<file path="config.mk">
export PLATFORM = sky130hd
export DESIGN_NAME = pipe_hazard_ctrl
export DESIGN_NICKNAME = d
export VERILOG_FILES = /design/src/rtl/pipe_hazard_ctrl.sv
export SDC_FILE = /design/constraint.sdc
export NUM_CORES = 1
export LEC_CHECK = 0
export ABC_AREA = 1
export CORE_MARGIN = 2
export CORE_UTILIZATION = 45
export DETAILED_ROUTE_END_ITERATION = 8
export DONT_BUFFER_PORTS = 1
export PLACE_DENSITY = 0.65
export SYNTH_ARGS = -nofsm -noshare
export SYNTH_HDL_FRONTEND = slang
export SYNTH_SLANG_ARGS = --single-unit
</file>
<file path="constraint.sdc">
create_clock -name clk -period 2.05 [get_ports clk]
set_clock_uncertainty 0.2 [all_clocks]
set_input_delay 0.3075 -clock clk [delete_from_list [all_inputs] [get_ports clk]]
set_output_delay 0.3075 -clock clk [all_outputs]
set_load 0.01 [all_outputs]
</file>
<file path="src/rtl/pipe_hazard_ctrl.sv">
// Decode-stage hazard unit: tracks destination tags of in-flight instructions,
// selects forwarding sources and raises load-use stalls. Define PIPE_HAZARD_FWD_EN to enable forwarding.
module pipe_hazard_ctrl #(
    parameter int STAGES   = 3,
    parameter int REG_AW   = 5,
    parameter int LOAD_RDY = 1,
    parameter int CNT_W    = 16,
    localparam int FW      = $clog2(STAGES + 1)
) (
    input  logic              clk,
    input  logic              rst,
    input  logic              id_valid,
    input  logic [REG_AW-1:0] id_rs,
    input  logic [REG_AW-1:0] id_rt,
    input  logic              id_use_rs,
    input  logic              id_use_rt,
    input  logic              id_wr,
    input  logic [REG_AW-1:0] id_rd,
    input  logic              id_ld,
    input  logic              flush,
    output logic              stall,
    output logic [FW-1:0]     fwd_a,
    output logic [FW-1:0]     fwd_b,
    output logic [STAGES-1:0] slot_v,
    output logic [CNT_W-1:0]  stall_cnt
);

    logic [STAGES-1:0]             v_q, v_d, ld_q, ld_d;
    logic [STAGES-1:0][REG_AW-1:0] rd_q, rd_d;
    logic [CNT_W-1:0]              cnt_q, cnt_d;

    logic [FW-1:0] fa, fb;
    logic          blk_a, blk_b, issue;

    // Scan oldest to youngest so the lowest matching slot is the one kept.
    always_comb begin
        fa    = '0;
        fb    = '0;
        blk_a = 1'b0;
        blk_b = 1'b0;
        for (int k = STAGES - 1; k >= 0; k--) begin
            if (id_use_rs && id_rs != '0 && v_q[k] && rd_q[k] == id_rs) begin
                fa = FW'(k + 1);
`ifdef PIPE_HAZARD_FWD_EN
                blk_a = ld_q[k] && (k < LOAD_RDY);
`else
                blk_a = (k < STAGES - 1);
`endif
            end
            if (id_use_rt && id_rt != '0 && v_q[k] && rd_q[k] == id_rt) begin
                fb = FW'(k + 1);
`ifdef PIPE_HAZARD_FWD_EN
                blk_b = ld_q[k] && (k < LOAD_RDY);
`else
                blk_b = (k < STAGES - 1);
`endif
            end
        end
    end

`ifdef PIPE_HAZARD_FWD_EN
    assign fwd_a = fa;
    assign fwd_b = fb;
`else
    // Without forwarding the slot ld bits and match indices only feed the stall decision.
    logic unused_sink;
    assign unused_sink = ^{ld_q, fa, fb};
    assign fwd_a = '0;
    assign fwd_b = '0;
`endif

    assign stall = id_valid && (blk_a || blk_b) && !flush;
    assign issue = id_valid && id_wr && (id_rd != '0) && !stall && !flush;

    always_comb begin
        v_d     = '0;
        ld_d    = '0;
        rd_d    = '0;
        v_d[0]  = issue;
        ld_d[0] = issue & id_ld;
        rd_d[0] = issue ? id_rd : '0;
        for (int k = 1; k < STAGES; k++) begin
            v_d[k]  = v_q[k-1];
            ld_d[k] = ld_q[k-1];
            rd_d[k] = rd_q[k-1];
        end
        cnt_d = cnt_q;
        if (stall && !(&cnt_q))
            cnt_d = cnt_q + 1'b1;
    end

    always_ff @(posedge clk or posedge rst) begin
        if (rst) begin
            v_q   <= '0;
            ld_q  <= '0;
            rd_q  <= '0;
            cnt_q <= '0;
        end else begin
            v_q   <= v_d;
            ld_q  <= ld_d;
            rd_q  <= rd_d;
            cnt_q <= cnt_d;
        end
    end

    assign slot_v    = v_q;
    assign stall_cnt = cnt_q;

endmodule
</file>
==> reports/results.ini, run 1 <==
[worst_setup_path]
path_delay_family = simple AND/OR/NAND/NOR gates
path_cells = inv_1, nand2_1, nand2_1, nor2_1, nand3_1, nand2_1, nand2_2, a21boi_2, buf_4
cp_num_cells = 9
crit_required_ns = 1.54
r2r_cells = 12
path_class = reg2out
crit_arrival_ns = 1.45
slowest_delay_ns = 0.39
critical_path.startpoint_type = flop
cpMostUsedCell = nand2_1
crit_fanout = 3
cp_slowest_cell = dfrtp_1
endpoint_kind = output pin
cp_num_buf_inv = 2

[timing]
finalHoldViolations = 0
fmaxAchievable_mhz = 511
fin_crit_ns = 1.96
finalMaxSlewViolations = 0
setup_viol = 0
timing.final.crit_share = 0.955
hold_slack_ns = 0.0324

[place]
dpl_cell_area_sq_um = 1950
place.gp.congestion = 0.839
numPortBuffers = 0
dp.cells = 332
dpl.hpwl_mm = 3.03

[cells_and_area]
diodes = 0
post-route-util = 0.525
nets = 321
fin_cells = 347
area_delta_synth_final_pct = 10.9
drive_gt1_frac = 0.148
final_area_sq_um = 2110
fillers = 425

[logic_synthesis]
seq_area_frac_synth = 0.381
synth_area_sq_um = 1910
ys_ff_latch = 29
yosys_warnings = 0
ys.flop_type = dfrtp_1
synth_edf_count = 0
synthCells = 283
synthDistinctLibCells = 27
async_reset_ff_frac = 1.00
syn_avg_cell_area_sq_um = 6.73

[worst_hold_path]
whs_path_depth = 2
hold_path.class = in2reg

[floorplanning]
dieArea_sq_um = 4770
die_w_um = 69.1
ioPinCount = 47
fp.dieH_um = 69.1
start_util = 0.473
core-area_sq_um = 4030
rows = 23

[cts]
cts_tree = yes
cts_root_buffer = clkbuf_8
numCtsBuffers = 5
clkLatencyLatePin_ns = 0.28
clockBufferDepth = 2
clk_pin_slew_ns = 0.06
cts.htree.levels = 2
cts.sinks = 29

[power]
p_total_mw = 1.18
seqPwrFrac = 0.504
total_leakage_power_nw = 1.14
switchingPower_mw = 0.291
p_per_area_nw_per_um2 = 557
switching_share = 0.247
p_int_mw = 0.887
irDropWorstVdd_mv = 0.300
p_clk_frac = 0.405
pwr-share-comb = 0.091

[drt]
wl_per_cell_um = 11.7
vias_per_cell = 4.93
wl_mm = 4.06
drc_errors = 0
first_iter_violations = 113
ant_nets = 0
drt_first_pass_iters = 4
vias = 1709

[status]
status = finished clean

[global_route]
grt_use_total = 0.189
grt_max_degree = 32
antenna_found_initial = 0
grt_pass1_wl_mm = 7.25
grt_overflow = 0
grt_pass1_vias = 1614

[run]
maxCapViolations = 0

==> cell families (layout without fill, tap and decap cells) <==
kind of cell,after synthesis,in the layout,share of synthesized area
and+or+nand+nor,185,185,0.446
other,1,4,0.00197
buffers and inverters,61,72,0.143
DFF,29,29,0.381
AOI/OAI and AO/OA,5,5,0.0164
adders and majority gates,1,1,0.00656
xor gates and xnor gates,1,1,0.00460
==> repair_timing <==
| item | 4_1_cts | 5_1_grt |
|---|---|---|
| gates cloned | 0 | 0 |
| gates resized for setup | 1 | 5 |
| hold endpoints to repair | 34 | 0 |
| hold buffers | 6 | 0 |
| pin swaps | 0 | 8 |
| buffers inserted | 0 | 2 |
| setup endpoints to repair | 1 | 1 |
==> layout make-up <==
cell class	count	area, sq um	area share
clock buffers	7	86.3	0.0409
inverters	51	191	0.0906
multi-input cells	196	927	0.439
flip-flops and latches	29	726	0.343
well taps	50	62.6	0.0296
repair buffers	14	120	0.0568
==> registers in the layout, indices dropped and copies added, names as in the netlist <==
signal	cells
slot_v	3
rd_d	10
stall_cnt	16
==> cells in the mapped netlist, types with 2 or more instances <==
| cell | count | area share |
|---|---|---|
| nor2_4 | 2 | 0.012 |
| nor3_1 | 3 | 0.0079 |
| buf_6 | 2 | 0.012 |
| nand4_1 | 19 | 0.062 |
| buf_2 | 2 | 0.0053 |
| nor2_2 | 2 | 0.0066 |
| dfrtp_1 | 29 | 0.38 |
| nor2_1 | 30 | 0.059 |
| nand2_2 | 4 | 0.013 |
| inv_1 | 39 | 0.077 |
| o21ai_1 | 2 | 0.0053 |
| inv_2 | 12 | 0.024 |
| nand3_1 | 22 | 0.058 |
| nand2_1 | 99 | 0.20 |
| buf_4 | 4 | 0.016 |
==> per-stage QoR <==
step           worst slack (ns)  setup TNS, ns
2_1_floorplan             0.317              0
3_3_place_gp              0.267              0
3_5_place_dp              0.221              0
4_1_cts                 0.00865              0
5_1_grt                -0.00177       -0.00177
6_report                 0.0922              0
==> power by group through the flow <==
stage          combinational (mW)  sequential (mW)  clock, mW
4_1_cts                     0.108            0.593      0.494
3_3_place_gp               0.0969            0.603          0
6_report                    0.107            0.593      0.477
2_1_floorplan              0.0796            0.604          0
3_5_place_dp               0.0986            0.603          0
5_1_grt                     0.125            0.594      0.524
==> path summary, 6_finish.rpt <==
path	startpoint	end	slack (ns)
worst max-delay path	rd_d[9]	stall	0.09
worst min-delay path	id_wr	slot_v[0]	0.03
worst max register to register	rd_d[9]	stall_cnt[7]	0.18
worst min register to register	rd_d[5]	rd_d[10]	0.21
max in group asynchronous	rst	stall_cnt[8]	1.03
min in group asynchronous	rst	rd_d[8]	0.34
==> worst reg2reg max path: cells and delay by family, from the launching register on <==
family                 cells  cell delay (ns)
DFF                        1             0.39
buffers and inverters      2             0.23
and+or+nand+nor           10             0.95
==> cells in the final DEF, fill, tap and decap left out, drive strengths merged <==
cell type	count
o311ai	1
clkbuf	7
conb	4
buf	8
nand3	23
nor2	34
nor3	3
o21ai	3
dlygate4sd3	6
xor2	1
nand2	104
dfrtp	29
a21boi	1
nand4	21
inv	51
ha	1
==> layer usage <==
| metal | GRT usage | vias up | part of all wire |
|---|---|---|---|
| li1 | - | 895 | - |
| met1 | 0.257 | 764 | 0.50 |
| met2 | 0.281 | 45 | 0.42 |
| met3 | 0.0614 | 5 | 0.065 |
| met4 | 0.0719 | 0 | 0.017 |
| met5 | 0 | - | 0 |
(Power assumes the default switching activity.)
==> run 2, diff against run 1 <==
--- a/config.mk
+++ b/config.mk
@@ -6,6 +6,7 @@
 export NUM_CORES = 1
 export LEC_CHECK = 0
 export ABC_AREA = 1
+export CORE_ASPECT_RATIO = 1.1
 export CORE_MARGIN = 2
 export CORE_UTILIZATION = 45
 export DETAILED_ROUTE_END_ITERATION = 8
==> reports/results.ini, run 2 (same netlist as run 1, synthesis figures left out) <==
[cells_and_area]
diodes = 0  ; unchanged
final_cell_mix = nand2_1 (98), inv_1 (38), dfrtp_1 (29), nor2_1 (28), nand3_1 (22)
ff_latch_area_sq_um = 726  ; unchanged
multi_input_area_sq_um = 930  ; +0.27%
area_delta_synth_final_pct = 9.98
final_area_sq_um = 2100  ; -0.83%
largest_reg_flops = 16  ; unchanged
final_common_cell = nand2_1
drive_gt1_frac = 0.142  ; -0.00578
nets = 318  ; -0.93%
fillers = 432  ; +1.6%

[place]
dpl_cell_area_sq_um = 1940  ; -0.26%
numPortBuffers = 0  ; unchanged
dpl.hpwl_mm = 2.92  ; -3.6%
place.gp.congestion = 0.866  ; +3.3%

[global_route]
grt_overflow = 0  ; unchanged
grt_pass1_vias = 1561  ; -3.3%
antenna_found_initial = 0  ; unchanged
grt_pass1_wl_mm = 7.18  ; -0.95%
grt_max_degree = 32  ; unchanged
grt_use_total = 0.195  ; +0.00584

[floorplanning]
rows = 24  ; +4.3%
core-area_sq_um = 4020  ; -0.12%
start_util = 0.474  ; +0.000588
dieArea_sq_um = 4770  ; about the same
ioPinCount = 47  ; unchanged
die_w_um = 66.0  ; -4.4%
fp.dieH_um = 72.3  ; +4.6%

[worst_setup_path]
cp_slowest_cell = dfrtp_1
path_class = reg2out
crit_fanout = 4  ; +1
critical_path.startpoint_type = flop
cp_num_cells = 9  ; unchanged
crit_required_ns = 1.54  ; about the same
crit_arrival_ns = 1.49  ; +0.04 ns
cp_num_buf_inv = 2  ; unchanged
cpMostUsedCell = nand2_1
r2r_cells = 9  ; -3
slowest_delay_ns = 0.40  ; about the same
path_cells = inv_1, nand2_1, nand2_1, nor2_1, nand3_1, nand2_1, nand2_2, a21boi_2, buf_4
path_delay_family = simple AND/OR/NAND/NOR gates
endpoint_kind = output pin

[power]
irDropWorstVdd_mv = 0.281  ; -6.4%
p_total_mw = 1.17  ; -0.58%
p_clk_frac = 0.402  ; -0.003
seqPwrFrac = 0.506  ; +0.002
pwr-share-comb = 0.092  ; about the same
total_leakage_power_nw = 1.12  ; -1.3%
p_per_area_nw_per_um2 = 559  ; +0.25%
switching_share = 0.270  ; +0.0233
switchingPower_mw = 0.316  ; +8.8%
p_int_mw = 0.855  ; -3.7%

[timing]
fin_crit_ns = 2.00  ; +0.0393 ns
fmaxAchievable_mhz = 501  ; -2.0%
setup_viol = 0  ; unchanged
rsz0062_at_grt = true
finalHoldViolations = 0  ; unchanged
timing.final.crit_share = 0.974  ; +0.0192
finalMaxSlewViolations = 0  ; unchanged

[cts]
cts.sinks = 29  ; unchanged
clk_pin_slew_ns = 0.06  ; about the same
clockBufferDepth = 2  ; unchanged
numCtsBuffers = 5  ; unchanged
postCtsSetupBuffers = 0  ; unchanged
cts_tree = yes
clkLatencyLatePin_ns = 0.28  ; about the same
cts_root_buffer = clkbuf_8
cts.htree.levels = 2  ; unchanged

[drt]
vias = 1704  ; -0.29%
vias_per_cell = 4.91  ; -0.29%
wl_mm = 4.05  ; -0.27%
ant_nets = 0  ; unchanged
first_iter_violations = 65  ; -42%
wl_per_cell_um = 11.7  ; -0.27%
drt_first_pass_iters = 4  ; unchanged
drc_errors = 0  ; unchanged

[worst_hold_path]
whs_path_depth = 2  ; unchanged
hold_path.class = in2reg

[run]
maxCapViolations = 0  ; unchanged

[status]
status = finished clean

==> run 2: cell count changes in the layout (fill, tap and decap cells not counted), moves of 2 or more <==
| cell | delta |
|---|---|
| buf_4 | -3 |
| clkinv_2 | +2 |
| inv_1 | +2 |
| inv_2 | -2 |
==> run 2: power by group through the flow <==
stage | registers, mW | logic, mW | clock network (mW)
floorplan | 0.604 | 0.0796 | 0
global placement | 0.603 | 0.0975 | 0
detailed placement | 0.603 | 0.0981 | 0
CTS | 0.592 | 0.107 | 0.484
global route | 0.594 | 0.126 | 0.509
finish | 0.593 | 0.108 | 0.471
==> run 2: metrics by stage <==
step	instances	hold slack [ns]	TNS, ns	util	worst slack (ns)
detailed placement	333	0.0975	0	0.482	0.257
global route	347	0.0319	-0.0913	0.521	-0.0913
CTS	347	0.0229	0	0.519	0.0140
global placement	333	0.0969	0	0.482	0.276
finish	347	0.0313	0	0.521	0.0529
floorplan	286	0.174	0	-	0.317
==> run 2: final cells by class <==
class,instances,area share
Timing Repair Buffer,11,0.0466
Clock buffer,5,0.0328
Multi-Input combinational cell,196,0.444
Inverter,51,0.0913
Tap cell,52,0.0310
Sequential cell,29,0.346
Clock inverter,3,0.00836
==> run 2: final timing paths <==
check,start,endpoint,slack [ns]
worst max-delay path,rd_d[6],stall,0.05
worst min-delay path,id_wr,slot_v[0],0.03
worst max register to register,stall_cnt[0],stall_cnt[5],0.26
worst min register to register,rd_d[5],rd_d[10],0.21
max in group asynchronous,rst,rd_d[12],1.03
min in group asynchronous,rst,stall_cnt[10],0.34
==> run 2: repair_timing <==
action	in CTS	in global routing
endpoints found under the hold margin	34	0
pin swaps	0	1
resized for setup	1	4
cloned	0	0
hold buffers	6	0
setup endpoints to repair	1	3
==> run 2: routing by layer <==
metal,part of all wire,wire [um],GRT usage,vias to the layer above
li1,-,-,-,893
met1,0.47,1920,0.260,758
met2,0.45,1840,0.301,48
met3,0.061,245,0.0636,5
met4,0.010,41,0.0658,0
met5,0,0,0,-
